**config.mk**
```make
export PLATFORM = sky130hd
export DESIGN_NAME = accel_spi_responder
export DESIGN_NICKNAME = d
export VERILOG_FILES = /design/src/rtl/accel_spi_responder.sv
export SDC_FILE = /design/constraint.sdc
export NUM_CORES = 1
export LEC_CHECK = 0
export BUFFER_PORTS_ARGS = -buffer_cell sky130_fd_sc_hd__clkbuf_2
export CAP_MARGIN = 15
export CORE_ASPECT_RATIO = 0.9
export CORE_MARGIN = 2
export CORE_UTILIZATION = 60
export DETAILED_ROUTE_END_ITERATION = 10
export PLACE_DENSITY = 0.75
export SLEW_MARGIN = 20
export SYNTH_ARGS = -nofsm -noshare
export SYNTH_HDL_FRONTEND = slang
export SYNTH_SLANG_ARGS = --single-unit
```
**constraint.sdc**
```tcl
create_clock -name sys_clk -period 7 [get_ports sys_clk]
set_input_delay 1.4 -clock sys_clk [delete_from_list [all_inputs] [get_ports sys_clk]]
set_output_delay 1.4 -clock sys_clk [all_outputs]
set_load 0.02 [all_outputs]
```
**src/rtl/accel_spi_responder.sv**
```systemverilog
// accel_spi_responder: SPI mode-3 register-file responder for a 3-axis accelerometer.
// Build macro ACCEL_RESP_INT_EN drives int1 from DATA_READY gated by register 0x2E bit 7.
module accel_spi_responder #(
   parameter int         SYNC_STAGES = 2,
   parameter logic [7:0] DEVID       = 8'hE5
) (
   input  logic        sys_clk,
   input  logic        reset,
   input  logic        spi_sclk,
   input  logic        spi_mosi,
   input  logic        spi_cs,
   output logic        spi_miso,
   output logic        spi_miso_oe,
   input  logic [15:0] x_sample,
   input  logic [15:0] y_sample,
   input  logic [15:0] z_sample,
   input  logic        sample_valid,
   output logic        int1,
   output logic        reg_wr,
   output logic [5:0]  reg_wr_addr,
   output logic [7:0]  reg_wr_data
);

   typedef enum logic [1:0] {IDLE, CMD, DATA} state_e;

   function automatic logic is_sample(input logic [5:0] a);
      return (a >= 6'h32) && (a <= 6'h37);
   endfunction

   function automatic logic is_writable(input logic [5:0] a);
      return !((a == 6'h00) || (a == 6'h30) || is_sample(a));
   endfunction

   logic [SYNC_STAGES-1:0] sclk_sync_q, mosi_sync_q, cs_sync_q;
   logic [SYNC_STAGES:0]   sclk_pipe, mosi_pipe, cs_pipe;
   logic                   sclk_prev_q, cs_prev_q;
   logic                   sclk_s, mosi_s, cs_s;
   logic                   sclk_rise, sclk_fall, cs_rise, cs_fall;

   state_e      state_q, state_d;
   logic [2:0]  bit_cnt_q, bit_cnt_d;
   logic [6:0]  rx_q, rx_d;
   logic [7:0]  tx_q, tx_d;
   logic [7:0]  shift_in;
   logic        rw_q, rw_d, mb_q, mb_d, done_q, done_d;
   logic        rd_smp_q, rd_smp_d, miso_q, miso_d;
   logic [5:0]  addr_q, addr_d, rd_addr;
   logic [7:0]  rd_byte;
   logic [7:0]  regs_q [64];
   logic [47:0] stage_q;
   logic        pend_q, commit;
   logic        dr_q, dr_d;
   logic        reg_wr_q, reg_wr_d;
   logic [5:0]  wr_addr_q, wr_addr_d;
   logic [7:0]  wr_data_q, wr_data_d;
   logic        int1_q, int1_d;

   assign sclk_pipe = {sclk_sync_q, spi_sclk};
   assign mosi_pipe = {mosi_sync_q, spi_mosi};
   assign cs_pipe   = {cs_sync_q, spi_cs};
   assign sclk_s    = sclk_pipe[SYNC_STAGES];
   assign mosi_s    = mosi_pipe[SYNC_STAGES];
   assign cs_s      = cs_pipe[SYNC_STAGES];
   assign sclk_rise = sclk_s & ~sclk_prev_q;
   assign sclk_fall = ~sclk_s & sclk_prev_q;
   assign cs_rise   = cs_s & ~cs_prev_q;
   assign cs_fall   = ~cs_s & cs_prev_q;

   assign shift_in = {rx_q, mosi_s};
   assign commit   = pend_q && (state_q == IDLE);
   assign rd_addr  = (state_q == CMD) ? shift_in[5:0] : addr_q + 6'd1;

   always_comb begin
      if (rd_addr == 6'h00)      rd_byte = DEVID;
      else if (rd_addr == 6'h30) rd_byte = {dr_q, 7'b0};
      else                       rd_byte = regs_q[rd_addr];
   end

   // NOTE: every always_comb output gets a default first so no path can infer a latch.
   always_comb begin
      state_d   = state_q;
      bit_cnt_d = bit_cnt_q;
      rx_d      = rx_q;
      tx_d      = tx_q;
      rw_d      = rw_q;
      mb_d      = mb_q;
      done_d    = done_q;
      rd_smp_d  = rd_smp_q;
      miso_d    = miso_q;
      addr_d    = addr_q;
      dr_d      = dr_q;
      reg_wr_d  = 1'b0;
      wr_addr_d = wr_addr_q;
      wr_data_d = wr_data_q;
      if (cs_rise) begin
         state_d  = IDLE;
         rd_smp_d = 1'b0;
         if (rd_smp_q) dr_d = 1'b0;
      end else if (cs_fall && (state_q == IDLE)) begin
         state_d   = CMD;
         bit_cnt_d = '0;
         done_d    = 1'b0;
         miso_d    = 1'b0;
         tx_d      = '0;
         rd_smp_d  = 1'b0;
      end else if (state_q != IDLE) begin
         if (sclk_rise) begin
            rx_d      = shift_in[6:0];
            bit_cnt_d = bit_cnt_q + 3'd1;
            if (bit_cnt_q == 3'd7) begin
               if (state_q == CMD) begin
                  state_d = DATA;
                  rw_d    = shift_in[7];
                  mb_d    = shift_in[6];
                  addr_d  = shift_in[5:0];
                  if (shift_in[7]) begin
                     tx_d = rd_byte;
                     if (is_sample(rd_addr)) rd_smp_d = 1'b1;
                  end
               end else begin
                  done_d = 1'b1;
                  if (!rw_q && (mb_q || !done_q) && is_writable(addr_q)) begin
                     reg_wr_d  = 1'b1;
                     wr_addr_d = addr_q;
                     wr_data_d = shift_in;
                  end
                  if (mb_q) addr_d = addr_q + 6'd1;
                  // Single-byte reads stream zeros after the first byte.
                  if (rw_q && mb_q) begin
                     tx_d = rd_byte;
                     if (is_sample(rd_addr)) rd_smp_d = 1'b1;
                  end else if (rw_q) begin
                     tx_d = '0;
                  end
               end
            end
         end else if (sclk_fall && (state_q == DATA) && rw_q) begin
            miso_d = tx_q[7];
            tx_d   = {tx_q[6:0], 1'b0};
         end
      end
      // A staging commit outranks the read-triggered clear.
      if (commit) dr_d = 1'b1;
   end

`ifdef ACCEL_RESP_INT_EN
   assign int1_d = dr_q & regs_q[6'h2E][7];
`else
   assign int1_d = 1'b0;
`endif

   // NOTE: sequential state uses non-blocking assignments so all flops update from pre-edge values.
   always_ff @(posedge sys_clk) begin
      if (reset) begin
         sclk_sync_q <= '1;
         mosi_sync_q <= '0;
         // CS chain resets low so a select held across reset never looks like a fresh falling edge.
         cs_sync_q   <= '0;
         sclk_prev_q <= 1'b1;
         cs_prev_q   <= 1'b0;
         state_q     <= IDLE;
         bit_cnt_q   <= '0;
         rx_q        <= '0;
         tx_q        <= '0;
         rw_q        <= 1'b0;
         mb_q        <= 1'b0;
         done_q      <= 1'b0;
         rd_smp_q    <= 1'b0;
         miso_q      <= 1'b0;
         addr_q      <= '0;
         stage_q     <= '0;
         pend_q      <= 1'b0;
         dr_q        <= 1'b0;
         reg_wr_q    <= 1'b0;
         wr_addr_q   <= '0;
         wr_data_q   <= '0;
         int1_q      <= 1'b0;
      end else begin
         sclk_sync_q <= sclk_pipe[SYNC_STAGES-1:0];
         mosi_sync_q <= mosi_pipe[SYNC_STAGES-1:0];
         cs_sync_q   <= cs_pipe[SYNC_STAGES-1:0];
         sclk_prev_q <= sclk_s;
         cs_prev_q   <= cs_s;
         state_q     <= state_d;
         bit_cnt_q   <= bit_cnt_d;
         rx_q        <= rx_d;
         tx_q        <= tx_d;
         rw_q        <= rw_d;
         mb_q        <= mb_d;
         done_q      <= done_d;
         rd_smp_q    <= rd_smp_d;
         miso_q      <= miso_d;
         addr_q      <= addr_d;
         dr_q        <= dr_d;
         reg_wr_q    <= reg_wr_d;
         wr_addr_q   <= wr_addr_d;
         wr_data_q   <= wr_data_d;
         int1_q      <= int1_d;
         if (sample_valid) begin
            stage_q <= {z_sample, y_sample, x_sample};
            pend_q  <= 1'b1;
         end else if (commit) begin
            pend_q  <= 1'b0;
         end
      end
   end

   // NOTE: this register file is reset because its power-up contents are architecturally visible.
   always_ff @(posedge sys_clk) begin
      if (reset) begin
         regs_q         <= '{default: 8'h00};
         regs_q[6'h2C]  <= 8'h0A;
      end else begin
         if (reg_wr_d) regs_q[wr_addr_d] <= wr_data_d;
         if (commit) begin
            regs_q[6'h32] <= stage_q[7:0];
            regs_q[6'h33] <= stage_q[15:8];
            regs_q[6'h34] <= stage_q[23:16];
            regs_q[6'h35] <= stage_q[31:24];
            regs_q[6'h36] <= stage_q[39:32];
            regs_q[6'h37] <= stage_q[47:40];
         end
      end
   end

   assign spi_miso_oe = (state_q == DATA) && rw_q;
   assign spi_miso    = spi_miso_oe & miso_q;
   assign int1        = int1_q;
   assign reg_wr      = reg_wr_q;
   assign reg_wr_addr = wr_addr_q;
   assign reg_wr_data = wr_data_q;

endmodule
```
=== Word level (Yosys, flattened, before mapping) ===
Cells that the tools add are included.

* $add $sub $neg: 2
* Bitwise logic cells: 13
* Reduce and logical (&&, ||, !) cells: 46
* $lt $le $gt $ge: 7
* Equal/unequal tests: 11
* Mux-type cells: 69

{| class="wikitable"
|+ Operator list
! operator !! count
|-
| 512-bit bitwise mux || 1
|-
| 8-bit two-way mux || 21
|-
| 112-bit two-way mux || 1
|-
| 6-bit two-way mux || 10
|-
| 8-bit binary-select mux with 6-bit select || 1
|-
| 8-bit demux with 6-bit select || 1
|-
| 48-bit two-way mux || 1
|-
| 1-bit two-way mux || 30
|-
| 2-bit nonzero test || 12
|-
| 6-bit AND reduction || 3
|-
| 4-bit AND reduction || 4
|-
| 7-bit greater-or-equal comparator (second input constant) || 2
|-
| 6-bit inverter with 7-bit output || 2
|-
| 6-bit equality test (second input constant) || 2
|-
| 6-bit greater-or-equal comparator (second input constant) || 2
|-
| 6-bit less-or-equal comparator (second input constant) || 2
|-
| 6-bit logical NOT || 2
|-
| 1-bit logical AND || 11
|-
| 5-bit AND reduction || 2
|-
| 3-bit two-way mux || 3
|-
| 7-bit by 1-bit less-than comparator with 1-bit output (second input constant) || 1
|-
| 6-bit by 1-bit adder with 6-bit output (second input constant) || 1
|-
| 1-bit inverter || 6
|-
| 1-bit AND || 5
|-
| other kinds (17) || 22
|}

* Word-level logic and storage cells: 234
* Flip-flop bits (word level): 616
* Input port bits: 54

=== Depth between registers and ports, before layout ===
Gate-level depths: netlist of the first run.

* Word-level depth: 20
* Depth in mapped cells: 14

=== Worst setup path before layout of the first run ===
No wires, ideal clock.

* Path type: flip-flop to flip-flop
* Start point: register addr_q[0]
* End point: register regs_q[320] (netlist bit)
* Path buffers: 4
* Stages on the path, launching flop included: 15
* Data arrival time: 3.357 ns
* Setup slack: 3.516 ns
* Path through: dfxtp_1 inv_1 ha_1 or3_1 a21oi_1 nor3_1 a2111oi_4 buf_6 mux2_2 buf_6 buf_6 or4_1 buf_2 mux2i_1 nor2_1

* Cells in the longest elaborated chain, start to end: 18
* Elaborated cells on any way between the ends: 37

{| class="wikitable"
|+ Ends and longest elaborated chain
! what !! RTL line !! RTL
|-
| start: declaration || 47 || <nowiki>logic [5:0] addr_q, addr_d, rd_addr;</nowiki>
|-
| start signal: assignment || 193 || <nowiki>addr_q <= addr_d;</nowiki>
|-
| 6-bit greater-or-equal comparator (tied with other cells) || 27 || <nowiki>return (a >= 6'h32) && (a <= 6'h37);</nowiki>
|-
| 1-bit logical AND or 1-bit logical OR (tied branches) || 27, 31 ||
|-
| 1-bit logical OR || 31 || <nowiki>return !((a == 6'h00) || (a == 6'h30) || is_sample(a));</nowiki>
|-
| 1-bit logical NOT || 31 ||
|-
| 1-bit logical AND || 122 || <nowiki>if (!rw_q && (mb_q || !done_q) && is_writable(addr_q)) begin</nowiki>
|-
| 6-bit two-way mux || 122 ||
|-
| 6-bit two-way mux || 111 || <nowiki>if (state_q == CMD) begin</nowiki>
|-
| 6-bit two-way mux || 110 || <nowiki>if (bit_cnt_q == 3'd7) begin</nowiki>
|-
| [2 not listed] || n/a ||
|-
| 6-bit two-way mux || 99 || <nowiki>end else if (cs_fall && (state_q == IDLE)) begin</nowiki>
|-
| 6-bit two-way mux || 95 || <nowiki>if (cs_rise) begin</nowiki>
|-
| 6-bit inverter with 7-bit output (not written as such) || 214 || <nowiki>if (reg_wr_d) regs_q[wr_addr_d] <= wr_data_d;</nowiki>
|-
| 7-bit greater-or-equal comparator (not written as such) or 7-bit by 1-bit less-than comparator with 1-bit output (tied branches) || 214 ||
|-
| 1-bit logical AND (not written as such) || 214 ||
|-
| 8-bit two-way mux (not written as such) || 214 ||
|-
| 8-bit demux with 6-bit select || 214 ||
|-
| 512-bit bitwise mux || 214 ||
|-
| end signal: indexed assignment || 214 ||
|-
| end signal: indexed assignment || 216 || <nowiki>regs_q[6'h32] <= stage_q[7:0];</nowiki>
|-
| end signal: indexed assignment || 217 || <nowiki>regs_q[6'h33] <= stage_q[15:8];</nowiki>
|-
| end: declaration || 49 || <nowiki>logic [7:0] regs_q [64];</nowiki>
|}

Several ways; a longest one is shown, not always the timed one.
A chain may end at the register's enable or synchronous reset.

=== Final worst setup path of the first run ===
* Start point: register addr_q[0]
* End point: register regs_q[129] (netlist bit)

The elaborated chain is that of the path after synthesis.

==> results.toml, run 1 <==
[clock_tree]
cts_inserted_buffers = 60
clk_pin_slew_ns = 0.07
cts_resized = 0
clk_latency_ns = 0.67
cts.sinks = 616
clockBufferDepth = 3
cts_setup_buffers = 0
cts_tree = "done"
ctsHoldBuffers = 0
root_buffer = "clkbuf_16"
htreeDepth = 2

[critical_path]
endpoint_kind = "register"
required_ns = 7.49
worst_setup_path_start_kind = "register"
critPathMaxFanout = 21
arrival_ns = 5.66
critPathKind = "register to register"

[flow_run]
cap_violations = 0

[finish]
final_cells = 3714
antenna_cells = 0
area_growth_syn_to_layout_pct = 8.77
layout-drive-gt1-share_pct = 10.9
regArea_um2 = 12300
stdcell_area_um2 = 30500
final_nets = 3111
nFillCells = 3715
multi_input_area_um2 = 14500

[timing]
finalCriticalPeriod_ns = 5.17
post-route-period-util_pct = 73.8
fmax_mhz = 194
skew_ns = 0.0374
worst_pin_slew_ns = 1.07
finalHoldViolCount = 0
drv_slew = 0
relSlewSlack_pct = 29.0
finalSetupTns_ns = 0
setup_violations = 0
rsz0062_at_grt = "false"

[place]
port_buffers = 70
hpwl_mm = 52.5
placed_cell_area_um2 = 28400
dpl.cell_count = 3602
gp_congestion = 0.970

[logic_synthesis]
yosys-top-cells-area = "dfxtp_1, mux2i_1, nor2_1"
ys.flop_type = "dfxtp_1"
syn_avg_cell_area_um2 = 8.85
synth_top_area_share_pct = 43.9
yosys.area.top_type = "dfxtp_1"
synthArstFlopShare_pct = 0
syn_nets = 3231
synth_area_um2 = 28100
synth-seq-cells = 616
synth-seq-area-share_pct = 43.9
ys_warn_count = 0
synth_cell_types = 73
synth_edf_count = 0
syn_inst = 3172

[pwr]
powerDensity_nw_per_um2 = 233
peakVddDrop_v = 0.000296
power.leakage_nw = 12.2
total_power_mw = 7.11

[floorplanning]
die_w_um = 232
ioPinCount = 72
row_count = 75
initial_utilization_pct = 60.5
dieHeight_um = 209
dieArea_um2 = 48500
coreArea_um2 = 46400

[hold_path]
hold_path.class = "register to register"

[route]
vias = 23800
detail_route.wl_per_cell_um = 22.5
ant_nets = 0
drt_iter0_drc = 2852
drc = 0
drt-total-wl_mm = 83.7
viasPerCell = 6.40
dr.pass1.iters = 7

[global_route]
grt_use_met3_pct = 7.19
grt_busiest_layer = "met2"
overflow = 0
gr-usage-met1_pct = 47.1
grt_util_met2_pct = 50.7
grt_pass1_wl_mm = 129
track_usage_pct = 33.8
grt_max_degree = 258
grt_antenna_before_repair = 1
grt_pass1_vias = 22200

[outcome]
status = "finished clean"
==> kinds of logic after synthesis <==
family	share of synthesized area [%]
multiplexers	14.9
buffers and inverters	5.08
adder cells (fa/ha/maj)	0.259
XOR/XNOR	0.0936
AND/OR/NAND/NOR	23.0
other	0.0134
flip-flops	43.9
AO/OA/AOI/OAI	12.7
==> flip-flops by register name (all words and copies together) (netlist names), 2 cells and up <==
| register | flops |
|---|---|
| regs_q | 512 |
| stage_q | 48 |
| reg_wr_data | 8 |
| tx_q | 8 |
| rx_q | 7 |
| addr_q | 6 |
| reg_wr_addr | 6 |
| bit_cnt_q | 3 |
| cs_sync_q | 2 |
| mosi_sync_q | 2 |
| sclk_sync_q | 2 |
| state_q | 2 |
==> stage by stage <==
stage | utilization (%) | hold slack, ns | worst slack, ns
floorplan | - | 0.389 | 3.52
global placement | 61.2 | 0.411 | 2.15
detailed placement | 61.2 | 0.412 | 1.98
CTS | 65.6 | 0.428 | 1.92
global route | 65.8 | 0.432 | 1.55
finish | 65.8 | 0.425 | 1.83
==> routing by layer <==
layer / part of all wire [%] / up-vias
li1: - / 10900
met1: 42 / 11400
met2: 44 / 1251
met3: 10 / 221
met4: 4.1 / 2
met5: 0.016 / -
==> cell type report <==
class                           instances  area share [%]
Clock inverter                         22           0.980
Timing Repair Buffer                  108            2.58
Clock buffer                           86            5.70
Tap cell                              616            2.53
Multi-Input combinational cell       2249            47.6
Sequential cell                       616            40.4
Inverter                               17           0.209
==> worst paths after layout <==
path | slack (ns) | end | cells past startpoint | from
max | 1.83 | regs_q[129] | 11 | addr_q[0]
min | 0.43 | sclk_sync_q[1] | 1 | sclk_sync_q[0]
max reg2reg | 1.83 | regs_q[129] | 11 | addr_q[0]
min reg2reg | 0.43 | sclk_sync_q[1] | 1 | sclk_sync_q[0]
==> cells in the mapped netlist, types with 17 or more instances <==
master / number
a211oi_1: 238
a21oi_1: 109
a311oi_1: 22
a31oi_1: 28
buf_1: 32
buf_2: 34
buf_6: 23
clkbuf_1: 189
dfxtp_1: 616
inv_1: 17
mux2i_1: 353
mux4_2: 20
nand2_1: 454
nand3_1: 162
nand4_4: 20
nor2_1: 580
nor3_1: 17
nor4_4: 25
==> report_power, final <==
part	total (mW)	switching [mW]	internal, mW
logic	0.228	0.164	0.0641
clock network	3.34	1.42	1.91
registers	3.55	0.0170	3.53
total	7.11	1.60	5.51
==> worst max-delay path, stage by stage (launching register included) <==
cell and delay [ns]:
dfxtp_1 0.72, inv_1 0.27, ha_1 0.26, or3_1 0.30, a21oi_1 0.14, nor3_1 0.09
a2111oi_4 0.92, buf_4 0.45, nand4_2 0.57, or4_1 0.94, mux2i_1 0.29, nor2_1 0.06
==> layout by cell type (no fill, tap or decap), types with 15 or more instances in the layout <==
master,count
nand4_1,15
inv_1,17
nand2_1,454
a211oi_1,237
nor3_1,16
a311oi_1,22
dfxtp_1,616
a31oi_1,28
clkbuf_2,69
nor2_1,580
nand3_1,162
mux2i_1,344
a21oi_1,105
clkbuf_16,60
mux4_2,20
a211oi_2,15
nor4_4,25
nand4_4,20
buf_4,28
Power figures use the tool's default switching activity.
==> inputs of run 2 (changes only) <==
ABC_AREA = 1   (was unset)
CORE_UTILIZATION = 56   (was 60)
PLACE_DENSITY = 0.74   (was 0.75)
clock period = 4.7 ns   (was 7 ns; I/O delays follow)
==> results.toml, run 2 <==
[place]
placed_cell_area_um2 = 27600
port_buffers = 70
gp_congestion = 0.946
hpwl_mm = 49.7

[timing]
worst_pin_slew_ns = 1.21
setup_violations = 0
finalHoldViolCount = 0
holdWs_ns = 0.403
relSlewSlack_pct = 19.4
finalSetupTns_ns = 0
rsz0062_at_grt = "false"
fmax_mhz = 270
skew_ns = 0.0192
finalCriticalPeriod_ns = 3.70
post-route-period-util_pct = 78.7
drv_slew = 0

[critical_path]
critPathMaxFanout = 15
endpoint_kind = "register"
arrival_ns = 4.20
cp_slowest_cell = "nor2_1"
worst_setup_path_start_kind = "register"
cp_slowest_stage_delay_ns = 0.66
path_cells = "ha_1 > ha_1 > inv_1 > nor2_1 > nand2_1 > nor3_2 > nand2_2 > buf_4 > nor2_4 > nand2_1 > nor2_1 > inv_1 > o21ai_0 > a21oi_1"
critPathKind = "register to register"
required_ns = 5.20

[clock_tree]
root_buffer = "clkbuf_16"
cts_resized = 0
cts.sinks = 616
htreeDepth = 2
cts_inserted_buffers = 61
clk_latency_ns = 0.63
cts_tree = "done"
ctsHoldBuffers = 0
clockBufferDepth = 3
clk_pin_slew_ns = 0.06
cts_setup_buffers = 0

[floorplanning]
ioPinCount = 72
coreArea_um2 = 47800
row_count = 76
initial_utilization_pct = 56.7
dieArea_um2 = 50200
die_w_um = 236
dieHeight_um = 213

[pwr]
swShare_pct = 22.1
peakVddDrop_v = 0.000367
p_sw_mw = 2.42
power.leakage_nw = 11.4
total_power_mw = 11.0
intPower_mw = 8.53
p_clk_share_pct = 48.0
powerDensity_nw_per_um2 = 368
combPwrFrac_pct = 3.7
p_seq_share_pct = 48.3

[logic_synthesis]
synth_edf_count = 0
synth-seq-cells = 616
synth_compound_area_share_pct = 21.8
synth_area_um2 = 27100
yosys.area.top_type = "dfxtp_1"
yosys-top-cells-area = "dfxtp_1, nand2_1, o21ai_0"
synth-seq-area-share_pct = 45.5
ys.flop_type = "dfxtp_1"
ys_warn_count = 0
synth_most_common_cell = "nand2_1"
synth_top_area_share_pct = 45.5
synthSimpleGateAreaFrac_pct = 24.0
synth_common_cells = "nand2_1, dfxtp_1, o21ai_0, a21oi_1, nor2_1"
syn_avg_cell_area_um2 = 7.20
synth_cell_types = 42
synthArstFlopShare_pct = 0
synth_xor_area_share_pct = 0.0646
synthMuxAreaShare_pct = 0
syn_nets = 3825
syn_inst = 3766
synth_fa_ha_area_share_pct = 0.231
synth_top_family_by_area = "simple AND/OR/NAND/NOR gates"

[flow_run]
cap_violations = 0

[global_route]
grt_antenna_before_repair = 2
grt_max_degree = 118
overflow = 0
grt_pass1_wl_mm = 128
grt_pass1_vias = 22600
track_usage_pct = 32.0

[finish]
stdcell_area_um2 = 29800
final_nets = 3717
final_common_cell = "nand2_1"
largest_reg_flops = 512
area_growth_syn_to_layout_pct = 9.73
antenna_cells = 0
final_cell_mix = "nand2_1, dfxtp_1, o21ai_0"
top_register = "regs_q"
multi_input_area_um2 = 12600
reg_top3 = "regs_q: 512 flops, stage_q: 48 flops"
fin_util_pct = 62.2
nFillCells = 4407
regArea_um2 = 12300
layout-drive-gt1-share_pct = 9.22

[route]
vias = 25000
detail_route.wl_per_cell_um = 18.9
dr.pass1.iters = 5
drc = 0
drt-total-wl_mm = 82.0
viasPerCell = 5.77
drt_iter0_drc = 3104
ant_nets = 0

[hold_path]
hold_path.class = "register to register"

[outcome]
status = "finished clean"
[run 2: cell count changes after synthesis, sizes merged, moves of 15 or more]
cell,previous run,this run
nand4,44,10
nand2,454,835
mux4,20,0
mux2i,355,0
a31oi,28,2
inv,17,267
a311oi,22,0
a21oi,109,410
nand3,164,254
nor4,31,0
nor2,580,388
o21ai,14,480
a211oi,252,143
mux2,15,0
[run 2: cell families after synthesis]
group | count (synthesis)
compound gates | 1069
xor+xnor | 2
fa+ha+maj | 5
buf+inv | 558
flops | 616
other cells | 1
simple gates | 1515
[run 2: routing by layer]
| metal | wire length, µm | GRT usage [%] | up-vias |
|---|---|---|---|
| li1 | - | - | 12200 |
| met1 | 35300 | 43.7 | 11400 |
| met2 | 36100 | 50.6 | 1115 |
| met3 | 7270 | 5.55 | 217 |
| met4 | 3290 | 13.2 | 2 |
| met5 | 14 | 0 | - |
[run 2: per-stage QoR]
stage	cells	setup slack, ns
global placement	4219	1.25
CTS	4334	1.08
detailed placement	4219	1.17
finish	4334	0.999
floorplan	3766	2.15
global route	4334	0.686
[run 2: final timing paths]
path | from | to | slack [ns] | depth (start not counted)
setup / recovery | bit_cnt_q[0] | regs_q[228] | 1.0 | 14
hold / removal | cs_sync_q[0] | cs_sync_q[1] | 0.40 | 2
setup reg to reg | bit_cnt_q[0] | regs_q[228] | 1.0 | 14
hold reg to reg | cs_sync_q[0] | cs_sync_q[1] | 0.40 | 2
[run 2: power groups by stage]
stage | Sequential [mW] | Combinational [mW] | Clock, mW
final | 5.29 | 0.403 | 5.26
after global routing | 5.29 | 0.447 | 5.52
after CTS | 5.29 | 0.398 | 5.30
after detailed placement | 5.41 | 0.395 | 0
after global placement | 5.41 | 0.393 | 0
after floorplan | 5.40 | 0.272 | 0
[run 2: critical path, delay by kind of cell (launching register included)]
family                   cells  cell delay, ns
AND/OR/NAND/NOR              7            1.98
buffers and inverters        3            0.60
flip-flops                   1            0.35
adder cells (fa/ha/maj)      2            0.33
AO/OA/AOI/OAI                2            0.31
[run 2: layout make-up]
cell class | count | area share [%]
inverters | 269 | 3.43
well taps | 624 | 2.62
clock inverters | 25 | 1.32
flip-flops and latches | 616 | 41.4
repair buffers | 118 | 2.88
clock buffers | 90 | 5.93
multi-input cells | 2592 | 42.4
